`src/rtl/mips_pkg.sv`:
```
// mips_pkg
// Shared definitions for the MIPS32 boot/run controller slice:
//   - default word and register-address widths
//   - loader FSM state encoding
//   - HLT opcode and register-init mode constants
package mips_pkg;

  localparam int DATA_W_DEF = 32;
  localparam int REG_AW_DEF = 5;

  // Primary opcode field (instr[31:26]) of the core's HALT instruction
  localparam logic [5:0] OP_HLT = 6'h3f;

  // reg_init_mode encodings
  localparam logic REG_INIT_ZERO  = 1'b0;
  localparam logic REG_INIT_IDENT = 1'b1;

  typedef enum logic [2:0] {
    ST_IDLE,
    ST_INIT_REGS,
    ST_LOAD,
    ST_RUN,
    ST_DONE,
    ST_TOUT
  } loader_state_e;

endpackage

```
`src/rtl/mips_run_timer.sv`:
```
// mips_run_timer
// Saturating run-phase cycle counter with terminal-count look-ahead.
// Ports:
//   clk1   - clock
//   rst_n  - synchronous active-low reset
//   clr    - synchronous clear (start of a new session)
//   en     - count this cycle (core running)
//   count  - registered cycles counted so far, saturates at MAX_CYCLES
//   last   - this enabled cycle brings count to MAX_CYCLES
module mips_run_timer #(
  parameter int MAX_CYCLES = 4096,
  parameter int CNT_W      = 16
) (
  input  logic             clk1,
  input  logic             rst_n,
  input  logic             clr,
  input  logic             en,
  output logic [CNT_W-1:0] count,
  output logic             last
);

  localparam logic [CNT_W-1:0] MAX_C  = CNT_W'(MAX_CYCLES);
  localparam logic [CNT_W-1:0] MAX_M1 = CNT_W'(MAX_CYCLES - 1);

  // Look-ahead so the controller can leave RUN on the same edge that
  // the count lands on MAX_CYCLES.
  assign last = en && (count >= MAX_M1);

  // Counter holds at MAX_CYCLES instead of wrapping.
  always_ff @(posedge clk1) begin
    if (!rst_n) begin
      count <= '0;
    end else if (clr) begin
      count <= '0;
    end else if (en && (count < MAX_C)) begin
      count <= count + 1'b1;
    end
  end

endmodule

```
`src/rtl/mips_prog_loader.sv`:
```
// mips_prog_loader
// Boot/run controller for the pipelined MIPS32 core. On start it clears or
// identity-initialises the register file, streams a program into
// instruction memory over a valid/ready handshake, releases the core and
// watches for HALT or a run-phase timeout.
// Ports:
//   clk1, rst_n                      - clock, synchronous active-low reset
//   start, reg_init_mode             - session start pulse, register init mode
//   prog_valid/ready/data/last       - program word stream
//   mem_we/addr/wdata                - instruction memory write port
//   reg_we/addr/wdata                - register file write port
//   cpu_run, cpu_halted              - core release / core HALTED flag
//   busy, done, timeout, overflow    - session status (done/timeout/overflow sticky)
//   prog_len, cycle_count            - words loaded, run cycles elapsed
module mips_prog_loader
  import mips_pkg::*;
#(
  parameter int DATA_W     = DATA_W_DEF,
  parameter int ADDR_W     = 10,
  parameter int PROG_DEPTH = 1024,
  parameter int NUM_REGS   = 32,
  parameter int REG_AW     = REG_AW_DEF,
  parameter int MAX_CYCLES = 4096,
  parameter int CNT_W      = 16
) (
  input  logic              clk1,
  input  logic              rst_n,
  input  logic              start,
  input  logic              reg_init_mode,
  input  logic              prog_valid,
  output logic              prog_ready,
  input  logic [DATA_W-1:0] prog_data,
  input  logic              prog_last,
  output logic              mem_we,
  output logic [ADDR_W-1:0] mem_addr,
  output logic [DATA_W-1:0] mem_wdata,
  output logic              reg_we,
  output logic [REG_AW-1:0] reg_addr,
  output logic [DATA_W-1:0] reg_wdata,
  output logic              cpu_run,
  input  logic              cpu_halted,
  output logic              busy,
  output logic              done,
  output logic              timeout,
  output logic              overflow,
  output logic [ADDR_W:0]   prog_len,
  output logic [CNT_W-1:0]  cycle_count
);

  localparam logic [REG_AW-1:0] REG_LAST = REG_AW'(NUM_REGS - 1);
  localparam logic [ADDR_W:0]   LEN_LAST = (ADDR_W + 1)'(PROG_DEPTH - 1);

  loader_state_e     state;
  logic              mode_q;
  logic              accept;
  logic              idle_like;
  logic              run_clr;
  logic              run_en;
  logic              run_last;
  logic [REG_AW-1:0] reg_next;

  assign idle_like = (state == ST_IDLE) || (state == ST_DONE) || (state == ST_TOUT);
  assign run_clr   = idle_like && start;
  assign run_en    = (state == ST_RUN);
  assign reg_next  = reg_addr + 1'b1;

  // Handshake and memory write port are combinational so a word is written
  // in the cycle it is accepted. Gating with rst_n keeps a reset cycle from
  // ever producing a memory write.
  assign prog_ready = rst_n && (state == ST_LOAD);
  assign accept     = prog_ready && prog_valid;
  assign mem_we     = accept;
  assign mem_addr   = prog_len[ADDR_W-1:0];
  assign mem_wdata  = accept ? prog_data : '0;

  mips_run_timer #(
    .MAX_CYCLES(MAX_CYCLES),
    .CNT_W     (CNT_W)
  ) u_run_timer (
    .clk1 (clk1),
    .rst_n(rst_n),
    .clr  (run_clr),
    .en   (run_en),
    .count(cycle_count),
    .last (run_last)
  );

  // Session FSM with registered outputs. The register write port is
  // registered: reg 0 is presented on the cycle after start, so reg_we is
  // high exactly while the FSM sits in INIT_REGS.
  always_ff @(posedge clk1) begin
    if (!rst_n) begin
      state     <= ST_IDLE;
      mode_q    <= REG_INIT_ZERO;
      busy      <= 1'b0;
      done      <= 1'b0;
      timeout   <= 1'b0;
      overflow  <= 1'b0;
      prog_len  <= '0;
      reg_we    <= 1'b0;
      reg_addr  <= '0;
      reg_wdata <= '0;
      cpu_run   <= 1'b0;
    end else begin
      case (state)
        ST_IDLE, ST_DONE, ST_TOUT: begin
          if (start) begin
            state     <= ST_INIT_REGS;
            mode_q    <= reg_init_mode;
            busy      <= 1'b1;
            done      <= 1'b0;
            timeout   <= 1'b0;
            overflow  <= 1'b0;
            prog_len  <= '0;
            reg_we    <= 1'b1;
            reg_addr  <= '0;
            reg_wdata <= '0;
          end
        end
        ST_INIT_REGS: begin
          if (reg_addr == REG_LAST) begin
            state     <= ST_LOAD;
            reg_we    <= 1'b0;
            reg_addr  <= '0;
            reg_wdata <= '0;
          end else begin
            reg_addr  <= reg_next;
            reg_wdata <= (mode_q == REG_INIT_IDENT) ? DATA_W'(reg_next) : '0;
          end
        end
        ST_LOAD: begin
          if (accept) begin
            prog_len <= prog_len + 1'b1;
            // A final word that also fills the memory is a clean finish.
            if (prog_last) begin
              state   <= ST_RUN;
              cpu_run <= 1'b1;
            end else if (prog_len == LEN_LAST) begin
              state    <= ST_RUN;
              cpu_run  <= 1'b1;
              overflow <= 1'b1;
            end
          end
        end
        ST_RUN: begin
          // Halt takes priority over a timeout landing on the same cycle.
          if (cpu_halted) begin
            state   <= ST_DONE;
            done    <= 1'b1;
            busy    <= 1'b0;
            cpu_run <= 1'b0;
          end else if (run_last) begin
            state   <= ST_TOUT;
            timeout <= 1'b1;
            busy    <= 1'b0;
            cpu_run <= 1'b0;
          end
        end
        default: begin
          state <= ST_IDLE;
        end
      endcase
    end
  end

endmodule

```
`config.mk`:
```
export PLATFORM = sky130hd
export DESIGN_NAME = mips_prog_loader
export DESIGN_NICKNAME = d
export VERILOG_FILES = /design/src/rtl/mips_pkg.sv /design/src/rtl/mips_run_timer.sv /design/src/rtl/mips_prog_loader.sv
export SDC_FILE = /design/constraint.sdc
export NUM_CORES = 1
export LEC_CHECK = 0
export ABC_CLOCK_PERIOD_IN_PS = 4100
export CORE_UTILIZATION = 43
export CTS_BUF_LIST = sky130_fd_sc_hd__clkbuf_4 sky130_fd_sc_hd__clkbuf_8
export DETAILED_ROUTE_END_ITERATION = 12
export HOLD_SLACK_MARGIN = 0.08
export PLACE_DENSITY = 0.94
export SYNTH_ARGS = -nofsm -noshare
export SYNTH_HDL_FRONTEND = slang
export SYNTH_SLANG_ARGS = --single-unit
```
`constraint.sdc`:
```
create_clock -name clk1 -period 4.1 [get_ports clk1]
set_input_delay 0.615 -clock clk1 [delete_from_list [all_inputs] [get_ports clk1]]
set_output_delay 0.615 -clock clk1 [all_outputs]
set_load 0.03 [all_outputs]
```
# Word-level counts from Yosys, hierarchy flattened
# Cells that the tools add are included.
# totals
wordCells,97
register_bits,74
# op_classes
n_lt_le_gt_ge,2
bitwise_logic,1
muxes,38
n_eq_ne,17
n_reduce_logical,24
add_sub_neg,3
# op_table
operator,count
$mux W32,2
$pmux W32 S2,1
$mux W11,2
$pmux W11 S2,1
$mux W3,7
$mux W5,4
$add A16 B1 Y16 const B,1
$ge A16 B12 Y1 const B,1
$lt A16 B13 Y1 const B,1
$ne A2 B2 Y1 const B,7
$mux W1,13
$pmux W1 S2,6
$pmux W3 S4,1
$reduce_and A3 Y1,4
$add A11 B1 Y11 const B,1
$eq A11 B10 Y1 const B,1
$pmux W5 S2,1
$reduce_and A5 Y1,2
$reduce_and A4 Y1,2
$reduce_bool A2 Y1,4
$eq A3 B2 Y1 const B,2
$eq A3 B3 Y1 const B,2
$add A5 B1 Y5 const B,1
$eq A5 B5 Y1 const B,1
other kinds (11),17

# Depth between registers and ports, before layout
# depth
word_depth,5
depth_mapped,7
mapped_depth_nobuf,7

# Modules after synthesis
# A second synthesis with hierarchy kept.
# unflattened
cells_unflattened,352
area_unflattened_um2,2859.0
# modules_own_cells
mod,area_per_inst_um2,instances,cells_each
mips_prog_loader,2093.3,1,264
mips_run_timer,765.7,1,88

# Worst setup path after synthesis
# Ideal clock, no wire load.
# synth_path
kind,register to output
startpoint,register state[1]
endpoint,output mem_wdata[23]
path_stages_with_launch,6
path_buffers,2
setup_slack_ns,1.681
arrival_time_ns,1.804
path_cell_list,dfxtp_1 > clkbuf_1 > nor3b_1 > and3_1 > clkbuf_1 > and2_1
# synth_between
elab_chain_len,4
# synth_lines
element,line,source
from (decl),mips_prog_loader.sv:53,loader_state_e state;
from (signal assigned),mips_prog_loader.sv:93,state <= ST_IDLE;
from (signal assigned),mips_prog_loader.sv:108,state <= ST_INIT_REGS;
from (signal assigned),mips_prog_loader.sv:122,state <= ST_LOAD;
$eq A3 B2 Y1,mips_prog_loader.sv:70,assign prog_ready = rst_n && (state == ST_LOAD);
$logic_and A1 B1 Y1,mips_prog_loader.sv:70,
$logic_and A1 B1 Y1,mips_prog_loader.sv:71,assign accept = prog_ready && prog_valid;
net mem_we,mips_prog_loader.sv:34,"output logic mem_we,"
$mux W32,mips_prog_loader.sv:74,assign mem_wdata = accept ? prog_data : '0;
to (decl),mips_prog_loader.sv:36,"output logic [DATA_W-1:0] mem_wdata,"
# The timed path passes the listed nets, and every way through them passes these cells.

# Final worst setup path
# layout_path
startpoint,register state[1]
endpoint,output mem_wdata[14]
# layout_between
elab_chain_len,4
# layout_lines
element,line
$eq A3 B2 Y1,mips_prog_loader.sv:70
$logic_and A1 B1 Y1,mips_prog_loader.sv:70
$logic_and A1 B1 Y1,mips_prog_loader.sv:71
$mux W32,mips_prog_loader.sv:74
# Every way passes these cells.

==> metrics.txt <==
H-tree depth 2; HPWL Detailed 5.86 mm; Syn. warnings 0; Slew @ Worst Pin 0.855 ns; Mapped Cells 341; status completed; share of post-route cells with drive strength above 1 2.25%; final setup fails 0; first-pass GRT wire length 12.1 mm; gr ovfl total 0; Tmin final 3.33 ns; mapped cell area 0.00274 mm²; WP data arrival 2.71 ns; drc violations 0; Initial DRC Count 306; CTS tree yes; ant diodes 0; number of cells on the worst reg-to-reg path 4; root buf cell clkbuf_8; Die H 81.8 µm; Sink Count 47; max_cap viols 0; vias per cell 5.36; core area 0.00603 mm²; Worst Skew 0.00620 ns; Critical Path RT 3.48 ns; R2R setup slack 1.73 ns; Reg clk slew, reported paths 0.08 ns; Die Area 0.00670 mm²; RR Startpoint u_run_timer.count[12]; RSZ-0062 raised after global routing false; DR WL/cell 15.5 µm; ys async rst share 0%; post-synth top area share 34.3%; Final nets 489; Max Root-Sink Buffers 2; period utilization 81.1%; Avg Cell Area, Syn 8.04 µm²; top cell type by total area after synthesis dfxtp_1; most frequent cells in the layout clkdlybuf4s50_1 (125), dfxtp_1 (47), and2_1 (37); post_cts resized 0; largest net degree at the start of global routing 39; cell count after placement 514; initial antenna violation count 0; P&R area growth vs syn 43.4%; Hold Fails Final Rpt 0; Max VDD drop 0.164 mV; first-pass iteration count of the detailed router 5; port bufs 125; end of the critical path mem_wdata[14]; row cnt 28; # Post-CTS Setup Buffers 0; Rel. slew slack 42.5%; peak fanout along the critical path 38; reg2reg end u_run_timer.count[9]; path category of the worst min-delay check flop to flop; vias 2787; routed wire length 8.05 mm; Critical Path End Type output pin; predominant post-synthesis flop cell dfxtp_1; Post-CTS Hold Buffers 0; Cell variety after synth 44; post-synthesis register bit count 47; Starting Density 45.5%; setup TNS 0 ns; Post-synth EDFFs 0; crit path launch state[1]; CTS Buf Count 5; Routed Antenna Nets 0; Max Clk Rate 301 MHz; PwrDens 262 mW/mm²; post-route insts no fill 520; Pleak 1.41 nW; top cells by area, synth dfxtp_1 (34%), buf_4 (10%), and2_1 (8.4%); final estimated routing congestion in global placement 0.844; CP Class flop to output pin; Seq/Total Area, Yosys 34.3%; fin. max-slew vios 0; Die Wd 81.8 µm; Filler cells 529; most common cell after layout, fill and taps aside clkdlybuf4s50_1; GRT Resource Usage Total 23.4%; Skew-Pair Late Insertion Delay 0.29 ns; Worst setup SP type flop; vias in the first global route 2460; Ports 153
worst max-delay path: stages, from the launching register on:
cell	delay [ns]
dfxtp_1	0.64
nor3b_1	0.41
and3_1	0.21
buf_4	0.28
and2_1	0.18
clkdlybuf4s50_1	0.68
where the power goes:
group | internal (mW) | switching, mW | total [mW]
sequential | 0.471 | 0.0253 | 0.496
combinational | 0.0995 | 0.171 | 0.270
clock | 0.121 | 0.142 | 0.262
total | 0.691 | 0.338 | 1.03
layer usage:
layer / global-route usage [%] / up-vias / routed length (µm)
met5: 0 / - / 0
met4: 8.42 / 0 / 145
met3: 4.56 / 14 / 444
met2: 37.8 / 117 / 4160
met1: 30.7 / 1316 / 3300
li1: - / 1340 / -
state kept, by name (all words and copies together) (netlist names):
name               count
reg_wdata              5
mode_q                 1
timeout                1
done                   1
cpu_run                1
state                  3
prog_len              11
reg_addr               5
reg_we                 1
busy                   1
overflow               1
u_run_timer.count     16
layout make-up:
cell class | count | area, µm² | share of cell area, %
clock buffer | 6 | 76.3 | 1.94
multi-input combinational | 260 | 1530 | 38.9
tap | 75 | 93.8 | 2.39
sequential | 47 | 941 | 23.9
inverter | 4 | 15.0 | 0.382
timing repair buffer | 128 | 1270 | 32.4
worst min path at each step:
stage | from | slack [ns] | cells past startpoint | to
floorplan | mode_q | 0.49 | 2 | mode_q
global placement | reg_wdata[0] | 0.44 | 2 | reg_wdata[0]
detailed placement | reg_wdata[0] | 0.45 | 2 | reg_wdata[0]
CTS | reg_wdata[0] | 0.46 | 2 | reg_wdata[0]
global route | reg_wdata[0] | 0.49 | 2 | reg_wdata[0]
finish | reg_wdata[0] | 0.46 | 2 | reg_wdata[0]
per-stage QoR:
step           hold slack (ns)  area (µm²)  total power, mW  utilization, %  worst slack [ns]
6_report                 0.455        3930             1.03            65.2             0.774
5_1_grt                  0.487        3930             1.07            65.2             0.606
4_1_cts                  0.459        3930             1.03            65.2             0.777
3_5_place_dp             0.448        3850            0.770            64.0             0.823
3_3_place_gp             0.443        3850            0.764            64.0             0.886
2_1_floorplan            0.487        2840            0.694               -              1.68
Yosys cell counts, drive strengths merged, types with 3 or more instances:
| library cell | n |
|---|---|
| a2111o | 7 |
| a211oi | 3 |
| a21oi | 21 |
| a22oi | 4 |
| a32oi | 6 |
| and2 | 38 |
| and3 | 3 |
| buf | 39 |
| clkbuf | 17 |
| dfxtp | 47 |
| ha | 4 |
| inv | 4 |
| mux2i | 6 |
| nand2 | 27 |
| nand2b | 7 |
| nand3 | 15 |
| nand3b | 3 |
| nand4 | 6 |
| nor2 | 26 |
| nor3 | 7 |
| nor4 | 4 |
| o21ai | 12 |
| or4 | 5 |
| xnor2 | 7 |
kinds of logic (layout without fill, tap and decap cells):
| group | after synthesis | in the layout | synth area share [%] |
|---|---|---|---|
| buffers and inverters | 60 | 138 | 13.4 |
| adder cells (fa/ha/maj) | 4 | 4 | 1.83 |
| multiplexers | 6 | 6 | 2.19 |
| flip-flops | 47 | 47 | 34.3 |
| XOR/XNOR | 9 | 9 | 2.88 |
| AO/OA/AOI/OAI | 64 | 64 | 15.8 |
| other | 1 | 27 | 0.137 |
| AND/OR/NAND/NOR | 150 | 150 | 29.4 |
Power figures use the tool's default switching activity.
